**config.mk**
```make
export PLATFORM = sky130hd
export DESIGN_NAME = deserializer_lanes
export DESIGN_NICKNAME = d
export VERILOG_FILES = /design/src/rtl/deserializer_lanes.sv
export SDC_FILE = /design/constraint.sdc
export NUM_CORES = 1
export LEC_CHECK = 0
export ABC_AREA = 0
export CAP_MARGIN = 10
export CELL_PAD_IN_SITES_DETAIL_PLACEMENT = 2
export CELL_PAD_IN_SITES_GLOBAL_PLACEMENT = 2
export CORE_ASPECT_RATIO = 0.7
export CORE_MARGIN = 3
export CORE_UTILIZATION = 35
export DETAILED_ROUTE_END_ITERATION = 10
export DONT_BUFFER_PORTS = 1
export PLACE_DENSITY_LB_ADDON = 0.2
export SYNTH_ARGS = -nofsm -noshare
export SYNTH_HDL_FRONTEND = slang
export SYNTH_SLANG_ARGS = --single-unit
```
**constraint.sdc**
```tcl
create_clock -name clk_i -period 2.4 [get_ports clk_i]
set_input_delay 0.36 -clock clk_i [delete_from_list [all_inputs] [get_ports clk_i]]
set_output_delay 0.36 -clock clk_i [all_outputs]
set_load 0.03 [all_outputs]
```
**src/rtl/deserializer_lanes.sv**
```systemverilog
// Collects LANES-bit beats into DATA_O_W-bit words, MSB- or LSB-first.
// flush_i closes a partial word early and tags it with its valid-bit count.
module deserializer_lanes #(
    parameter int DATA_O_W  = 16,
    parameter int LANES     = 1,
    parameter bit MSB_FIRST = 1'b1,
    localparam int BEATS = DATA_O_W / LANES,
    localparam int MOD_W = $clog2(DATA_O_W + 1),
    localparam int CNT_W = $clog2(BEATS + 1)
) (
    input  logic                clk_i,
    input  logic                srst_i,
    input  logic [LANES-1:0]    data_i,
    input  logic                data_val_i,
    input  logic                flush_i,
    output logic [DATA_O_W-1:0] deser_data_o,
    output logic [MOD_W-1:0]    deser_data_mod_o,
    output logic                deser_data_val_o
);

    // Handshake: data_val_i qualifies data_i for one cycle, there is no ready;
    // deser_data_val_o is a one-cycle strobe and the consumer must always accept it.

    typedef enum logic {
        ST_EMPTY   = 1'b0,
        ST_FILLING = 1'b1
    } state_e;

    state_e              state_q, state_d;
    logic [CNT_W-1:0]    cnt_q, cnt_d;
    logic [DATA_O_W-1:0] sr_q, sr_d;
    logic [DATA_O_W-1:0] data_q, data_d;
    logic [MOD_W-1:0]    mod_q, mod_d;
    logic                val_q, val_d;

    logic [DATA_O_W-1:0] word_in;
    logic [CNT_W-1:0]    cnt_in;
    logic                emit;

    always_ff @(posedge clk_i) begin
        if (srst_i) begin
            state_q <= ST_EMPTY;
            cnt_q   <= '0;
            sr_q    <= '0;
            data_q  <= '0;
            mod_q   <= '0;
            val_q   <= 1'b0;
        end else begin
            state_q <= state_d;
            cnt_q   <= cnt_d;
            sr_q    <= sr_d;
            data_q  <= data_d;
            mod_q   <= mod_d;
            val_q   <= val_d;
        end
    end

    // Each beat is written straight into its final slot, so a partial word is
    // already aligned when flushed and no post-shift is needed.
    always_comb begin
        word_in = sr_q;
        for (int b = 0; b < BEATS; b++) begin
            if (data_val_i && (cnt_q == CNT_W'(b))) begin
                if (MSB_FIRST) begin
                    word_in[DATA_O_W-1-b*LANES -: LANES] = data_i;
                end else begin
                    word_in[b*LANES +: LANES] = data_i;
                end
            end
        end
        cnt_in = cnt_q + CNT_W'(data_val_i);
        emit   = (cnt_in == CNT_W'(BEATS)) ||
                 (flush_i && ((state_q == ST_FILLING) || data_val_i));

        state_d = state_q;
        cnt_d   = cnt_in;
        sr_d    = word_in;
        if (emit) begin
            state_d = ST_EMPTY;
            cnt_d   = '0;
            sr_d    = '0;
        end else if (cnt_in != '0) begin
            state_d = ST_FILLING;
        end
    end

    always_comb begin
        val_d  = emit;
        data_d = data_q;
        mod_d  = mod_q;
        if (emit) begin
            data_d = word_in;
            mod_d  = MOD_W'(cnt_in) * MOD_W'(LANES);
        end
    end

    assign deser_data_o     = data_q;
    assign deser_data_mod_o = mod_q;
    assign deser_data_val_o = val_q;

endmodule

```
==> key figures, run 1 <==
Status
  – Outcome: finished clean

Detailed routing
  – Vias per cell: approximately 5.4
  – DR vias: 1,146
  – First-pass iteration count of the detailed router: 4
  – DRC Markers: 0
  – Antenna viol nets, final: 0
  – Total Routed Length: around 4 mm
  – DR WL/cell: around 19 µm
  – Initial DRC count: 36

Setup path
  – R2R depth: 7
  – Slowest-stage cell, CP: dfxtp_1
  – CP Data Arrival Time: 2.34 ns
  – Cell family with most CP delay: compound AO/OA/AOI/OAI gates
  – Reg-to-reg endpoint: deser_data_o[4]
  – Critical path buffers and inverters: 1
  – R2R Setup Slk: between 0.2 and 0.3 ns
  – Crit Reg-Reg Startpoint: cnt_q[0]
  – Worst Path Max Fanout: 11
  – Critical path class: flop to flop
  – CP endpoint kind: flop
  – Critical Path Max Stage Delay: around 0.35 ns
  – CP cell instances: ha_1 -> ha_1 -> xor2_1 -> nor3_2 -> a41oi_4 -> buf_4 -> o2bb2ai_1
  – Worst EP required: 2.61 ns
  – Critical path launch point type: flop
  – Critical path origin: cnt_q[0]
  – Most used cell along the critical path: ha_1

Logic synthesis
  – Warnings from Yosys: 0
  – Mapped Cells: approximately 150
  – Seq/Total Area, Yosys: 51.76%
  – XOR/XNOR Fraction of Synth Area: approximately 3.1%
  – Synth Area in Compound Gates: roughly 15%
  – Largest family of logic cells by synthesized area: simple AND/OR/NAND/NOR gates
  – Syn Area/Cell: between 10 and 15 µm²
  – Seq cells post-synth: 44
  – Adder-cell share of the synthesized area: under 10%
  – Synth cell types: 34
  – Synth area leader: dfxtp_1
  – Synth Area in Simple Gates: 15.07%
  – Synth Cell Area: 1702 µm²
  – Top cells by area, synth: dfxtp_1 52%, mux2i_1 9.4%, o2bb2ai_1 8.8%
  – Synth top area share: 51.76%
  – Post-synthesis mux area share: 9.412%
  – Syn nets: ~160

Floorplanning
  – Initial Utilization: roughly 38%
  – Floorplan core area: ~4500 µm²
  – FP Rows: 20
  – Io pins: 27
  – Die area: roughly 5700 µm²
  – Chip height: ~64 µm
  – Die Width: 89.34 µm

Cells and area
  – Area occupied by multi-input gates: about 750 µm²
  – Fin cells: roughly 210
  – Highest-count cells in the layout ignoring fill and taps: 44 x dfxtp_1, 20 x nor2_1, 17 x o2bb2ai_1
  – Nets@finish: between 150 and 200
  – Fillers: ~500
  – Layout cells sized above 1: 13.46%
  – Commonest non-fill, non-tap cell in the layout: dfxtp_1
  – P&R area growth vs syn: 8.309%
  – # diodes: 0
  – Register Area: between 800 and 900 µm²

Min path
  – Hold Crit Depth: 2
  – Hold EP: sr_q[6]
  – Hold path start: data_i
  – Worst hold path class: input pin to flop

Global route
  – First-pass GRT wire length: 6.768 mm
  – All-layer global routing usage: between 10% and 20%
  – Grt total ovfl: 0
  – Number of global-route vias before repair: 1,301
  – Pin count of the biggest net entering global routing: 18
  – Initial antenna violation count: 0

Timing
  – Final period util: approximately 89%
  – Setup-failing EPs final: 0
  – Setup ws final: 0.2726 ns
  – Tmin final: ~2.1 ns
  – WHS: around 0.25 ns
  – Fmax: about 470 MHz
  – RSZ-0062 raised after global routing: false
  – Setup TNS: 0 ns
  – Hold Vio Cnt, Final: 0
  – Worst-Margin Slew: about 0.46 ns
  – Slew margin rel.: a little under 70%
  – Slew Viols, Final: 0
  – Final setup skew: approximately 0.0087 ns

Clock tree
  – Clock-pin slew on the worst setup and hold paths: roughly 0.080 ns
  – CTS max path bufs: 2
  – Post-CTS Hold Fix Bufs: 0
  – Clk Latency, worst-skew pair: 0.29 ns
  – Root Driver: clkbuf_8
  – Clock tree sinks: 44
  – CTS tree: done
  – Post-CTS Setup Bufs: 0
  – Post-CTS sizing: 0
  – Number of buffers created by CTS: 5
  – H-tree levels: 2

Place
  – Detailed Place HPWL: ~2.9 mm
  – Placed Cells: a little over 200
  – I/O Buffers: 0
  – RePlAce Congestion: about 0.77
  – Post-place setup slack: between 0.2 and 0.3 ns

Power and ir drop
  – Overall Power: roughly 1400 µW
  – Pwr dens: roughly 750 nW/µm²
  – Maximum resistive drop on vdd: approximately 310 µV
  – Static Leakage: 0.0007368 µW

Flow run
  – Max_cap viols: 0
-- cells in the mapped netlist --
cell        n
buf_2       1
xnor2_4     1
buf_4       3
a31oi_1     1
o2bb2ai_1  17
a41oi_4     1
ha_1        2
nor3_2      1
a31o_2      1
o21ai_0     1
buf_6       3
inv_1       1
a22o_1      4
nor3_1      1
nand3_1     4
dfxtp_1    44
mux2i_1    16
nor4b_1     1
inv_2       1
nand4b_1    1
xor2_1      1
o211a_1     1
nand2b_1    1
nand2_1    11
and4bb_2    2
xor2_2      1
nor2b_1     2
and2b_1     1
a31oi_2     1
nor3b_1     1
and2_1      3
nor2_1     20
clkbuf_1    1
nand3_2     1
-- how the worst max path moves through the flow --
stage                                endpoint  cells past startpoint  slack [ns]
after global routing          deser_data_o[4]                      7        0.08
after global placement    deser_data_mod_o[2]                      7        0.39
after floorplan                      cnt_q[0]                      7        0.55
final                         deser_data_o[4]                      7        0.27
after CTS                     deser_data_o[4]                      7        0.26
after detailed placement      deser_data_o[4]                      7        0.26
-- where the power goes --
part | switching (µW) | internal, µW
clock network | 244 | 309
logic | 49.9 | 26.7
registers | 16.2 | 739
total | 310 | 1070
-- stage by stage --
stage | utilization [%] | instance area [µm²]
after floorplan | - | 1702
after global placement | 38.53 | 1735
after detailed placement | 38.53 | 1735
after CTS | 40.92 | 1843
after global routing | 40.92 | 1843
final | 40.92 | 1843
-- sequential cells by signal (all words and copies together), names as in the netlist --
register,cells
deser_data_mod_o,5
cnt_q,5
state_q,1
sr_q,16
deser_data_val_o,1
deser_data_o,16
-- kinds of logic after synthesis --
logic type,after synthesis
flip-flops,44
buffers and inverters,10
AND/OR/NAND/NOR,50
XOR/XNOR,3
adder cells (fa/ha/maj),2
multiplexers,16
AO/OA/AOI/OAI,27
-- final cells by class --
class / count / area share, %
well taps: 55 / 3.734
inverters: 2 / 0.4073
flip-flops and latches: 44 / 47.79
clock inverters: 2 / 1.901
repair buffers: 4 / 1.629
clock buffers: 6 / 3.938
multi-input cells: 98 / 40.60
-- per-layer routing --
metal / GRT usage [%] / wire length [µm] / vias up
li1: - / - / 546
met1: 20.35 / 1887 / 584
met2: 24.91 / 1864 / 14
met3: 5.026 / 168 / 2
met4: 3.903 / 18 / 0
met5: 0 / 0 / -
(Power assumes the default switching activity.)
==> run 2: changes to the inputs <==
- CELL_PAD_IN_SITES_DETAIL_PLACEMENT: 2 -> 0
- CELL_PAD_IN_SITES_GLOBAL_PLACEMENT: 2 -> 1
==> key figures, run 2 (synthesis results as in run 1) <==
Status
  – Outcome: finished clean

Clock tree
  – Post-CTS Setup Bufs: 0
  – Clk Latency, worst-skew pair: 0.29 ns
  – Clock tree sinks: 44
  – CTS tree: done
  – H-tree levels: 2
  – Number of buffers created by CTS: 5
  – Root Driver: clkbuf_8
  – CTS max path bufs: 2
  – Post-CTS sizing: 0
  – Post-CTS Hold Fix Bufs: 0
  – Clock-pin slew on the worst setup and hold paths: ~0.08 ns

Cells and area
  – Highest-count cells in the layout ignoring fill and taps: 44 x dfxtp_1, 20 x nor2_1, 17 x o2bb2ai_1
  – Nets@finish: about 160
  – Layout cells sized above 1: 12.99%
  – Commonest non-fill, non-tap cell in the layout: dfxtp_1
  – # diodes: 0
  – P&R area growth vs syn: 6.324%
  – Final Cell Area: between 1500 and 2000 µm²

Power and ir drop
  – Int Power: approximately 960 µW
  – Pwr dens: approximately 700 nW/µm²
  – Sw Ratio: roughly a quarter
  – Maximum resistive drop on vdd: between 200 and 250 µV
  – Gate power share: between 5 and 6%
  – Static Leakage: just over 0.0007 µW
  – Psw: about 310 µW
  – Sequential share of power: about three fifths
  – Power share of the clock group: between 30% and 40%

Place
  – Placed Area: around 1700 µm²
  – RePlAce Congestion: approximately 0.7
  – I/O Buffers: 0
  – Detailed Place HPWL: between 2 and 2.5 mm
  – Post-place setup slack: ~0.25 ns

Floorplanning
  – Chip height: around 64 µm
  – Die area: about 5700 µm²
  – Io pins: 27
  – Initial Utilization: around 38%
  – Die Width: 89.34 µm
  – Floorplan core area: about 4500 µm²
  – FP Rows: 20

Detailed routing
  – Vias per cell: around 5.2
  – DR vias: between 1,000 and 1,500
  – First-pass iteration count of the detailed router: 4
  – DR WL/cell: around 16 µm
  – Initial DRC count: between 60 and 70
  – DRC Markers: 0
  – Total Routed Length: 3.377 mm
  – Antenna viol nets, final: 0

Flow run
  – Max_cap viols: 0

Setup path
  – CP Data Arrival Time: around 2.3 ns
  – Critical path class: flop to flop
  – CP endpoint kind: flop
  – Worst EP required: roughly 2.6 ns
  – Critical path launch point type: flop
  – Worst Path Max Fanout: 17

Timing
  – Hold Vio Cnt, Final: 0
  – Fmax: 472.0 MHz
  – Setup TNS: 0 ns
  – RSZ-0062 raised after global routing: false
  – Worst-Margin Slew: about 0.49 ns
  – Setup ws final: between 0.2 and 0.3 ns
  – Slew Viols, Final: 0
  – Final period util: 88.28%
  – Slew margin rel.: 67.43%
  – Final setup skew: roughly 0.0056 ns
  – Setup-failing EPs final: 0
  – Tmin final: 2.119 ns

Global route
  – Number of global-route vias before repair: ~1,100
  – First-pass GRT wire length: around 5.6 mm
  – All-layer global routing usage: about an eighth
  – Grt total ovfl: 0
  – Initial antenna violation count: 0
  – Pin count of the biggest net entering global routing: 18

Min path
  – Worst hold path class: input pin to flop
[run 2: routing by layer]
layer  vias to the layer above  global-route usage [%]  part of all wire, %
met3                         4                   5.284                  4.9
met5                         -                       0                    0
met4                         0                   5.019                  1.3
met2                        15                   19.12                   43
li1                        542                       -                    -
met1                       517                   17.19                   50
[run 2: layout make-up]
type,count,area [µm²]
repair buffers,3,22.52
flip-flops and latches,44,880.8
multi-input cells,98,748.2
fillers,463,2695
inverters,2,7.507
clock buffers,5,68.82
well taps,55,68.82
clock inverters,2,12.51
[run 2: critical path, cell delays in order, from the launching register on]
cell and delay, ns:
dfxtp_1 0.35, ha_1 0.20, ha_1 0.22, xor2_1 0.19
nor3_2 0.33, a31oi_2 0.27, buf_4 0.28, and2_1 0.17
[run 2: metrics by stage]
| stage | hold slack [ns] | utilization (%) | instances | total power [µW] |
|---|---|---|---|---|
| 2_1_floorplan | 0.4558 | - | 152 | 831.4 |
| 3_3_place_gp | 0.4714 | 38.36 | 202 | 843.3 |
| 3_5_place_dp | 0.4805 | 38.36 | 202 | 844.3 |
| 4_1_cts | 0.2280 | 40.17 | 209 | 1285 |
| 5_1_grt | 0.2315 | 40.17 | 209 | 1324 |
| 6_report | 0.2320 | 40.17 | 209 | 1266 |
[run 2: power by group through the flow]
stage / logic, µW / registers (µW) / clock network [µW]
after global placement: 71.6 / 772 / 0
after CTS: 72.0 / 755 / 458
after detailed placement: 72.0 / 772 / 0
after global routing: 78.9 / 757 / 489
final: 70.7 / 755 / 440
after floorplan: 61.5 / 770 / 0
[run 2: final timing paths]
kind,cells past startpoint,start,slack (ns),to
worst max register to register,7,cnt_q[0],0.28,cnt_q[0]
worst min-delay path,2,data_i,0.23,sr_q[14]
worst min register to register,2,sr_q[8],0.50,sr_q[8]
worst max-delay path,7,cnt_q[0],0.28,cnt_q[0]
==> run 3: changes to the inputs <==
--- a/config.mk
+++ b/config.mk
@@ -14,2 +14,3 @@
 export CORE_UTILIZATION = 35
+export CTS_CLUSTER_SIZE = 24
 export DETAILED_ROUTE_END_ITERATION = 10
==> constraint.sdc (replaced) <==
create_clock -name clk_i -period 2.4 [get_ports clk_i]
set_input_delay 0.24 -clock clk_i [delete_from_list [all_inputs] [get_ports clk_i]]
set_output_delay 0.24 -clock clk_i [all_outputs]
set_load 0.03 [all_outputs]
==> key figures, run 3 (synthesis results as in run 1) <==
Status
  – Outcome: finished clean

Cells and area
  – Register Area: 880.8 µm²
  – Fillers: between 400 and 500
  – Nets@finish: ~160
  – Layout cells sized above 1: 14.10%
  – # diodes: 0
  – Commonest non-fill, non-tap cell in the layout: dfxtp_1
  – Area occupied by multi-input gates: between 700 and 800 µm²
  – P&R area growth vs syn: 9.118%
  – Highest-count cells in the layout ignoring fill and taps: 44 x dfxtp_1, 20 x nor2_1, 17 x o2bb2ai_1

Setup path
  – R2R Setup Slk: between 0.2 and 0.3 ns
  – Levels on crit path: 7
  – Cell family with most CP delay: compound AO/OA/AOI/OAI gates
  – Most used cell along the critical path: ha_1
  – Crit path to: deser_data_mod_o[4]
  – Crit Reg-Reg Startpoint: cnt_q[0]
  – Critical path class: flop to flop
  – Worst EP required: between 2 and 3 ns
  – Reg-to-reg endpoint: deser_data_mod_o[4]
  – Critical path launch point type: flop
  – Critical Path Max Stage Delay: ~0.35 ns
  – Critical path buffers and inverters: 1
  – CP endpoint kind: flop
  – Worst Path Max Fanout: 12
  – CP cell instances: ha_1 -> ha_1 -> xor2_1 -> nor3_2 -> a31oi_2 -> buf_4 -> a22o_1
  – Slowest-stage cell, CP: dfxtp_1
  – CP Data Arrival Time: approximately 2.3 ns
  – R2R depth: 7
  – Critical path origin: cnt_q[0]

Place
  – RePlAce Congestion: 0.6919
  – Detailed Place HPWL: between 2 and 2.5 mm
  – Post-place setup slack: around 0.30 ns
  – I/O Buffers: 0

Floorplanning
  – Floorplan core area: between 4000 and 5000 µm²
  – FP Rows: 20
  – Die Width: about 89 µm
  – Initial Utilization: 37.78%
  – Io pins: 27
  – Die area: between 5000 and 6000 µm²
  – Chip height: ~64 µm

Global route
  – Grt total ovfl: 0
  – Number of global-route vias before repair: roughly 1,200
  – First-pass GRT wire length: 5.982 mm
  – Initial antenna violation count: 0
  – All-layer global routing usage: between 10 and 15%
  – Pin count of the biggest net entering global routing: 18

Timing
  – Slew margin rel.: between 60% and 70%
  – Fmax: roughly 470 MHz
  – RSZ-0062 raised after global routing: false
  – Final setup skew: between 0.007 and 0.008 ns
  – Tmin final: about 2.1 ns
  – Slew Viols, Final: 0
  – Setup TNS: 0 ns
  – Setup-failing EPs final: 0
  – Worst-Margin Slew: slightly below 0.5 ns
  – Hold Vio Cnt, Final: 0
  – Final period util: approximately 88%
  – Setup ws final: about 0.29 ns

Power and ir drop
  – Overall Power: between 1000 and 1500 µW
  – Maximum resistive drop on vdd: 326.5 µV
  – Static Leakage: 0.0007430 µW
  – Pwr dens: between 700 and 800 nW/µm²

Clock tree
  – Clock-pin slew on the worst setup and hold paths: approximately 0.090 ns
  – H-tree levels: 2
  – CTS max path bufs: 2
  – Root Driver: clkbuf_8
  – CTS tree: done
  – Clk Latency, worst-skew pair: between 0.2 and 0.3 ns
  – Number of buffers created by CTS: 5
  – Post-CTS sizing: 0
  – Post-CTS Hold Fix Bufs: 0
  – Clock tree sinks: 44
  – Post-CTS Setup Bufs: 0

Min path
  – Worst hold path class: input pin to flop
  – Hold Crit Depth: 2

Flow run
  – Max_cap viols: 0

Detailed routing
  – Initial DRC count: 36
  – DRC Markers: 0
  – DR WL/cell: between 15 and 20 µm
  – Antenna viol nets, final: 0
  – First-pass iteration count of the detailed router: 4
  – Vias per cell: between 5 and 6
  – Total Routed Length: roughly 3.4 mm
  – DR vias: about 1,100
[run 3: cell count changes in the layout (fill, tap and decap cells not counted)]
cell,previous run,this run
buf_4,3,4
bufinv_16,0,1
clkbuf_8,5,6
clkinv_2,1,0
clkinv_4,0,1
clkinvlp_4,1,0
[run 3: worst min path at each step]
stage,slack (ns),from,endpoint
CTS,0.12,data_i,sr_q[6]
global route,0.13,data_i,sr_q[0]
finish,0.12,data_i,sr_q[9]
detailed placement,0.43,data_i,sr_q[1]
floorplan,0.40,data_i,sr_q[10]
global placement,0.42,data_i,sr_q[2]
[run 3: metrics by stage]
step / instance area (µm²) / instances / utilization (%) / hold slack [ns]
after floorplan: 1702 / 152 / - / 0.4031
after global placement: 1735 / 203 / 38.53 / 0.4167
after detailed placement: 1735 / 203 / 38.53 / 0.4311
after CTS: 1857 / 211 / 41.22 / 0.1154
after global routing: 1857 / 211 / 41.22 / 0.1279
final: 1857 / 211 / 41.22 / 0.1220
[run 3: cell type report]
cell class / instances / share of cell area (%)
inverters: 2 / 0.4043
multi-input cells: 98 / 40.30
well taps: 55 / 3.706
repair buffers: 4 / 1.617
flip-flops and latches: 44 / 47.44
clock inverters: 2 / 2.089
clock buffers: 6 / 4.447
[run 3: routing by layer]
layer  up-vias  global-route usage (%)  share of wire (%)
li1        544                       -                  -
met1       539                   18.06                 50
met2        22                   20.31                 44
met3         7                   4.897                5.0
met4         0                   4.833                1.4
met5         -                       0                  0
[run 3: worst register-to-register path: stages, from the launching register on]
cell and delay, ns:
dfxtp_1 0.35, ha_1 0.21, ha_1 0.22, xor2_1 0.20, nor3_2 0.35, a31oi_2 0.22
buf_4 0.23, a22o_1 0.23
[run 3: power by group]
part	switching, µW	internal [µW]	leakage, µW
sequential	15.6	739	0.000355
clock	255	340	0.0000614
combinational	47.7	26.5	0.000326
total	318	1110	0.000743
==> patch (config.mk and constraints of run 3) <==
The output `deser_data_val_o` loses its register stage (`val_q` becomes a continuous assignment).
--- a/src/rtl/deserializer_lanes.sv
+++ b/src/rtl/deserializer_lanes.sv
@@ -44,16 +44,16 @@
             sr_q    <= '0;
             data_q  <= '0;
             mod_q   <= '0;
-            val_q   <= 1'b0;
         end else begin
             state_q <= state_d;
             cnt_q   <= cnt_d;
             sr_q    <= sr_d;
             data_q  <= data_d;
             mod_q   <= mod_d;
-            val_q   <= val_d;
         end
     end
+
+    assign val_q = val_d;
 
     // Each beat is written straight into its final slot, so a partial word is
     // already aligned when flushed and no post-shift is needed.
Behaviour: not the same (a bounded check fails within 4 cycles, from zero or initial values and one cycle with srst_i high).
==> patch against run 3 <==
  * Design area is 16% higher
  * Setup slack got worse by 0.12 ns
  * Wire length grew 45%
  * Sequential cell count shrank 1
  * Die area up 15%
  * Area after synthesis rose by 16%
  * Register-to-register slack worse by 0.08 ns
  * Critical endpoint is now deser_data_val_o
  * Highest routed layer unchanged
Power is not compared: it rests on default switching activity, and its combinational part moved more than twofold at a synthesized area within 25%.
==> patch: results (changes against run 3) <==
* Synth cell types at 43 (+26%)
* Reg2Reg Setup Slack at 0.21 ns (-0.08 ns)
* Initial DRC Count at 98 (+170%)
* Post-synthesis sequential area ratio at 43.6% (-8.1 points)
* Syn Nets at 190 (+19%)
* Post-Synth XOR/XNOR Area at 4.50% (+1.4 points)
* First-pass GRT wire length at 8180 um (+37%)
* Post-Synthesis Cells at 183 (+20%)
* Outcome: completed
* Worst Hold Depth at 1 (-1)
* Synth warn at 0 (unchanged)
* Post-synth ARST share at 0% (unchanged)
* Area after DPL at 2040 um2 (+18%)
* Setup bufs post-CTS at 1 (+1)
* Top post-synthesis cells by area: dfxtp_1, a311o_1, o311a_1
* Worst Skew at 0.00594 ns (-0.00181 ns)
* Min-delay src: srst_i
* FF-to-FF End: deser_data_o[9]$_SDFFE_PP0P_
* Pin count of the biggest net entering global routing at 21 (+3)
* Placer Congestion at 0.782 (+13%)
* Vias per cell at 5.84 (+11%)
* CTS H-Tree Depth at 2 (unchanged)
* Crit path kind: flip-flop to output port
* Arrival @ worst endpoint at 1.99 ns (-0.31 ns)
* Number of port buffers at 0 (unchanged)
* DP HPWL at 3280 um (+40%)
* Critical Path End: deser_data_val_o
* Mux cell area share after synthesis at 2.54% (-6.9 points)
* Hold Buf Count CTS at 1 (+1)
* WL final at 4950 um (+45%)
* Dpl ws at 0.139 ns (-0.159 ns)
* Worst-Margin Slew at 0.604 ns (+0.115 ns)
* Critical R2R Launch: cnt_q[0]$_SDFF_PP0_
* Synth Area in Compound Gates at 30.4% (+16 points)
* FMAX at 448 MHz (-5.6%)
* Reg2Reg Depth at 7 (unchanged)
* Total track usage at 16.6% (+3.0 points)
* Area of the core at 5340 um2 (+19%)
* Layout cells sized above 1 at 14.4% (+0.26 points)
* Cell with the most instances after synthesis: dfxtp_1
* CTS max path bufs at 2 (unchanged)
* Ant diodes at 0 (unchanged)
* Min Hold Slack at 0.0292 ns (-0.0928 ns)
* HP Class: primary input to flip-flop
* Worst-path clk slew at 0.08 ns
* Placed Instances at 249 (+23%)
* Synth Area in Adders at 1.27% (-0.20 points)
* CP Max Fanout at 7 (-5)
* Via Count at 1518 (+37%)
* Top cells by instance count after synthesis: dfxtp_1, nor2_1, and3_1
* Fillers at 540 (+20%)
* Hold EP: deser_data_mod_o[2]$_SDFFE_PP0P_
* Crit path max-delay family: adder cells
-- patch: changes by cell type in the layout (fill, tap and decap cells not counted), sizes merged, moves of 7 or more --
cell	change
a21boi	+11
a311o	+11
and3	+12
mux2i	-11
nor2	-7
o21ba	+11
o2bb2ai	-17
o311a	+11
-- patch: where the power goes --
part / total, W / internal (W) / switching [W]
sequential: 0.000813 / 0.000743 / 0.0000700
clock: 0.000452 / 0.000204 / 0.000249
combinational: 0.000165 / 0.0000692 / 0.0000959
-- patch: layer usage --
metal,vias up,GRT usage [%],share of wire (%),routed length [um]
met1,758,23.3,50,2480
li1,717,-,-,-
met5,-,0,0,0
met4,0,4.26,0.85,42
met3,5,4.77,5.3,263
met2,38,25.1,44,2160
-- patch: final cells by class --
cell class              instances  area (um2)  area share [%]
multi-input cells             122        1010            47.1
flip-flops and latches         43         861            40.0
well taps                      72        90.1            4.19
repair buffers                 11        87.6            4.07
clock buffers                   6        72.6            3.37
inverters                       4        15.0           0.698
clock inverters                 2        12.5           0.581
